<file path="config.mk">
export PLATFORM = sky130hd
export DESIGN_NAME = dmem_arbiter
export DESIGN_NICKNAME = d
export VERILOG_FILES = /design/src/rtl/dmem_arbiter.sv
export SDC_FILE = /design/constraint.sdc
export NUM_CORES = 1
export LEC_CHECK = 0
export CAP_MARGIN = 20
export CORE_MARGIN = 4
export CORE_UTILIZATION = 21
export DETAILED_ROUTE_END_ITERATION = 8
export PLACE_DENSITY = 0.83
export RECOVER_POWER = 100
export SKIP_CTS_REPAIR_TIMING = 1
export SLEW_MARGIN = 5
export SYNTH_ARGS = -nofsm -noshare
export SYNTH_HDL_FRONTEND = slang
export SYNTH_SLANG_ARGS = --single-unit
</file>
<file path="constraint.sdc">
create_clock -name clk -period 1.98 [get_ports clk]
set_input_delay 0.396 -clock clk [delete_from_list [all_inputs] [get_ports clk]]
set_output_delay 0.396 -clock clk [all_outputs]
set_load 0.01 [all_outputs]
</file>
<file path="src/rtl/dmem_arbiter.sv">
`default_nettype none
// ---------------------------------------------------------------------------
// dmem_arbiter : round-robin, burst-lockable arbiter sharing one data BRAM
// Rev 1.0
// ---------------------------------------------------------------------------
module dmem_arbiter #(
  parameter int ADDR_W   = 12,
  parameter int DATA_W   = 32,
  parameter int MAX_LOCK = 8
) (
  input  logic              clk,
  input  logic              reset,
  input  logic              req_0,
  input  logic              we_0,
  input  logic              lock_0,
  input  logic [ADDR_W-1:0] addr_0,
  input  logic [DATA_W-1:0] wdata_0,
  output logic              gnt_0,
  output logic              rvalid_0,
  output logic [DATA_W-1:0] rdata_0,
  input  logic              req_1,
  input  logic              we_1,
  input  logic              lock_1,
  input  logic [ADDR_W-1:0] addr_1,
  input  logic [DATA_W-1:0] wdata_1,
  output logic              gnt_1,
  output logic              rvalid_1,
  output logic [DATA_W-1:0] rdata_1,
  output logic              mem_en,
  output logic              mem_we,
  output logic [ADDR_W-3:0] mem_addr,
  output logic [DATA_W-1:0] mem_wdata,
  input  logic [DATA_W-1:0] mem_rdata
);

  localparam int CNT_W = $clog2(MAX_LOCK + 1);

  logic             last;
  logic             locked;
  logic [CNT_W-1:0] lock_cnt;
  logic             rd_pend;
  logic             rd_owner;

  logic sel;
  logic sel_lock;
  logic hold;
  logic any_req;

  always_comb begin
    hold = locked && (lock_cnt < CNT_W'(MAX_LOCK));
    if (req_0 && req_1) sel = hold ? last : ~last;
    else                sel = req_1;
    // Grants are suppressed while reset is held so the BRAM sees no access.
    any_req   = (req_0 | req_1) & reset;
    gnt_0     = any_req & ~sel;
    gnt_1     = any_req & sel;
    mem_en    = any_req;
    mem_we    = any_req & (sel ? we_1 : we_0);
    mem_addr  = sel ? addr_1[ADDR_W-1:2] : addr_0[ADDR_W-1:2];
    mem_wdata = sel ? wdata_1 : wdata_0;
    sel_lock  = sel ? lock_1 : lock_0;
  end

  always_ff @(posedge clk or negedge reset) begin
    if (!reset) begin
      last     <= 1'b1;
      locked   <= 1'b0;
      lock_cnt <= '0;
      rd_pend  <= 1'b0;
      rd_owner <= 1'b0;
    end else begin
      rd_pend <= mem_en & ~mem_we;
      if (mem_en) begin
        last     <= sel;
        rd_owner <= sel;
        if (sel_lock) begin
          locked <= 1'b1;
          if (sel != last)                        lock_cnt <= CNT_W'(1);
          else if (lock_cnt < CNT_W'(MAX_LOCK))   lock_cnt <= lock_cnt + CNT_W'(1);
        end else begin
          locked   <= 1'b0;
          lock_cnt <= '0;
        end
      end else begin
        locked   <= 1'b0;
        lock_cnt <= '0;
      end
    end
  end

  assign rvalid_0 = rd_pend & ~rd_owner;
  assign rvalid_1 = rd_pend & rd_owner;
  assign rdata_0  = mem_rdata;
  assign rdata_1  = mem_rdata;

endmodule
`default_nettype wire

</file>
[After elaboration in Yosys (flattened, before gate mapping)]
Index checks and enable logic that the tools add are counted.
Storage, ports and cells
  flip-flop bits (word level): 8
  input port bits: 128
  output and inout bits: 112
  word-level logic and storage cells: 35
Cells by class
  $add $sub $neg: 1
  order comparisons: 1
  equal/unequal tests: 2
  multiplexer cells: 12
  bitwise logic cells: 12
  reductions and logical operators: 2
Operators by type and width (count)
  $mux W32: 1
  $mux W4: 4
  $mux W10: 1
  $and A1 B1 Y1: 7
  $mux W1: 6
  $add A4 B1 Y4 const B: 1
  $lt A4 B4 Y1 const B: 1
  $ne A4 B2 Y1 const B: 1
  $not A1 Y1: 4
  $logic_and A1 B1 Y1: 2
  $ne A1 B1 Y1: 1
  $or A1 B1 Y1: 1

[Longest topological paths before layout]
Gate-level depths: netlist of run 1.
  word-level depth: 8
  mapped depth: 5

[Least setup slack after synthesis of run 1]
Ideal clock, no wire load.
  path type: reg-to-output
  start: reg last
  end: out mem_wdata[2]
  arrival time: 1553 ps
  slack: 31 ps
  cell stages (with the launch flop): 6
  cells stage by stage: dfstp_2 > buf_4 > nand2_1 > o211ai_4 > buf_6 > mux2_1
On the way
  word-level cells in the longest chain between the ends: 4
RTL lines
  start, declared: line 38  | logic last;
  start signal, assigned: line 74  | last <= sel;
  $not A1 Y1: line 51  | if (req_0 && req_1) sel = hold ? last : ~last;
  $mux W1 * (2 in series): line 51
  $mux W32 *: line 60  | mem_wdata = sel ? wdata_1 : wdata_0;
  end, declared: line 32  | output logic [DATA_W-1:0] mem_wdata,
Every way passes the cells marked *; elsewhere a longest branch is shown, timed or not.

[Worst setup path after layout of run 1]
  start: reg last
  end: out mem_wdata[31]
The elaborated chain is that of the path after synthesis.

==> flow_summary.yaml, run 1 <==
status:
  status: "finished with violations"
  failed_checks: "setup timing"
cells_and_area:
  fin_util: 0.415
  drive_above_1_share: 0.463
  nets: 400
  antenna_cells: 0
  layout_common_cells: "clkdlybuf4s50_1, buf_6, mux2_4"
  fillCellCount: 708
  layout_commonest_cell: "clkdlybuf4s50_1"
  area_delta_synth_final_pct: 93.6
  layout.cells.non_filler: 369
timing:
  max_freq_ghz: 0.435
  max_slew_margin: 0.784
  rsz0062_at_grt: "true"
  fin_ws_ps: -321
  finalHoldViolCount: 0
  period_share: 1.16
  min_period_ps: 2300
  setup_viol: 44
  tightest_slew_ps: 324
  fin_skew_ps: 2.64
  maxSlewViolCount: 0
floorplanning:
  die_h_um: 93.8
  rows: 31
  initial_core_util: 0.214
  die_area_um2: 8800
  io_pins: 240
  core_area_um2: 7210
  dieWidth_um: 93.8
worst_setup_path:
  worstPathRequired_ps: 1580
  critPathArrivalTime_ps: 1900
  startpoint_type: "register"
  path_max_fanout: 7
  criticalPathCategory: "register to primary output"
  crit_path_end_kind: "primary output"
clock_tree:
  numCtsBuffers: 3
  clk_path_buf_depth: 2
  cts_max_level: 1
  cts_num_sinks: 8
  cts_tree: "done"
  cts_root_buf: "clkbuf_8"
  insertion_delay_ps: 230
  cts.clk_slew.worst_paths_ps: 40
flow_run:
  drv_cap: 0
detailed_routing:
  postRouteWirelength_um: 6570
  via_per_inst: 4.21
  via_count: 1554
  drtIter0Drc: 49
  detail-route-antenna-nets: 0
  drcViolationCount: 0
  wire_per_inst_um: 17.8
  drtPass1Iterations: 4
pwr:
  p_per_area_nw_per_um2: 413
  ir_worst_vdd_v: 0.000232
  p_leak_nw: 1.38
synth:
  ys.warnings.count: 0
  synthMuxAreaShare: 0.320
  synth_seq_area_share: 0.130
  synth_compound_area_frac: 0.0825
  syn_nets: 299
  syn_inst: 170
  synthXorXnorAreaFrac: 0.0113
  netlist_area_um2: 1550
  synthSimpleGateAreaFrac: 0.0906
  synthDistinctLibCells: 30
  syn_area_per_cell_um2: 9.10
  ys_ff_latch: 8
  synth_fa_ha_area_frac: 0.00809
  synth_top_family_by_area: "buffers and inverters"
placed_design:
  portBuffers: 139
  gp_congestion: 0.792
  dp_hpwl_um: 4890
  dp.cells: 354
grt:
  grt_first_pass_wirelength_um: 7730
  grt_pass1_vias: 1472
  grt_max_degree: 36
  antenna_found_initial: 0
  grt_usage: 0.113
  grt_overflow: 0
min_path:
  min_path_type: "register to register"
-- routing by layer --
metal  GRT usage  wire (um)  vias to the layer above
met4      0.0373         95                        0
met3      0.0465        633                       18
met5           0          0                        -
met1       0.118       2390                      729
li1            -          -                      723
met2       0.202       3440                       84
-- worst paths after layout --
check                      startpoint             to  slack (ps)  cells after the start
hold / removal               rd_owner       rd_owner         490                      1
max in group asynchronous       reset           last         890                      3
setup reg to reg                 last    lock_cnt[1]         390                      6
setup / recovery                 last  mem_wdata[31]        -320                      6
hold reg to reg              rd_owner       rd_owner         490                      1
min in group asynchronous       reset         locked         620                      2
-- cell type report --
| class | count | area, um2 | share of cell area |
|---|---|---|---|
| multi-input cells | 89 | 933 | 0.312 |
| repair buffers | 167 | 1680 | 0.562 |
| flip-flops and latches | 8 | 201 | 0.0673 |
| inverters | 2 | 7.51 | 0.00251 |
| clock buffers | 4 | 45.0 | 0.0150 |
| well taps | 99 | 124 | 0.0414 |
-- critical path, stage by stage, from the launching register on --
cell,delay [ps]
dfstp_2,570
nand2_2,80
o211ai_4,240
buf_12,180
clkbuf_16,150
mux2_4,320
buf_6,130
-- Yosys cell counts --
master      n  share of area
xnor2_1     2          0.011
a21oi_2     1         0.0057
a2111oi_2   1         0.0097
buf_4      66           0.32
nand4bb_1   2          0.015
inv_1       2         0.0049
a21o_1      2         0.0097
a31oi_1     3          0.012
nand4b_1    1         0.0057
ha_1        1         0.0081
nor2b_1     2         0.0081
mux2_2     41           0.30
nor2_1      7          0.017
o21ai_0     6          0.019
and2_1      1         0.0040
nor3_1      1         0.0032
dfrtp_1     7           0.11
buf_6       4          0.029
dfstp_2     1          0.017
nand2_1     6          0.015
mux2_1      2          0.015
a22o_1      1         0.0057
a21oi_1     2         0.0065
nor2b_4     1         0.0089
nand3_1     2         0.0065
buf_2       1         0.0032
mux2i_1     1         0.0065
nand4_1     1         0.0040
o211ai_4    1          0.014
nand2b_1    1         0.0040
-- cells by family (layout without fill, tap and decap cells) --
family | Yosys count | after routing
mux | 44 | 44
flops | 8 | 8
buf+inv | 73 | 173
fa+ha+maj | 1 | 1
simple gates | 25 | 25
xor+xnor | 2 | 2
compound gates | 17 | 17
-- flip-flops by register name, indices dropped and copies added (netlist names) --
register,flops
rd_owner,1
lock_cnt,4
last,1
rd_pend,1
locked,1
-- power breakdown --
group	switching, mW	internal, mW	leakage, nW
combinational	0.286	0.552	1.26
clock	0.0675	0.140	0.0228
sequential	0.0118	0.178	0.104
-- through the flow --
step	worst slack (ps)	power (mW)	instance area, um2	TNS (ps)	hold WS (ps)
after global routing	-385	1.30	2990	-14800	517
final	-321	1.24	2990	-12140	491
after CTS	-854	1.10	2700	-35280	499
after floorplan	30.6	0.594	1550	0	100
after global placement	-803	0.878	2660	-32970	485
after detailed placement	-849	0.885	2660	-35250	490
No activity file was read; power rests on OpenSTA's default activity.
==> run 2: changes to the inputs <==
--- a/config.mk
+++ b/config.mk
@@ -5,7 +5,6 @@
 export SDC_FILE = /design/constraint.sdc
 export NUM_CORES = 1
 export LEC_CHECK = 0
-export CAP_MARGIN = 20
 export CORE_MARGIN = 4
 export CORE_UTILIZATION = 21
 export DETAILED_ROUTE_END_ITERATION = 8
==> results of run 2 <==
The final DEF is identical to that of run 1; final timing and power are the same.
==> run 3: changes to the inputs <==
--- a/config.mk
+++ b/config.mk
@@ -7,6 +7,7 @@
 export LEC_CHECK = 0
 export CORE_MARGIN = 4
 export CORE_UTILIZATION = 21
+export CTS_CLUSTER_SIZE = 24
 export DETAILED_ROUTE_END_ITERATION = 8
 export PLACE_DENSITY = 0.83
 export RECOVER_POWER = 100
==> results of run 3 <==
The final DEF is identical to that of run 1; final timing and power are the same.
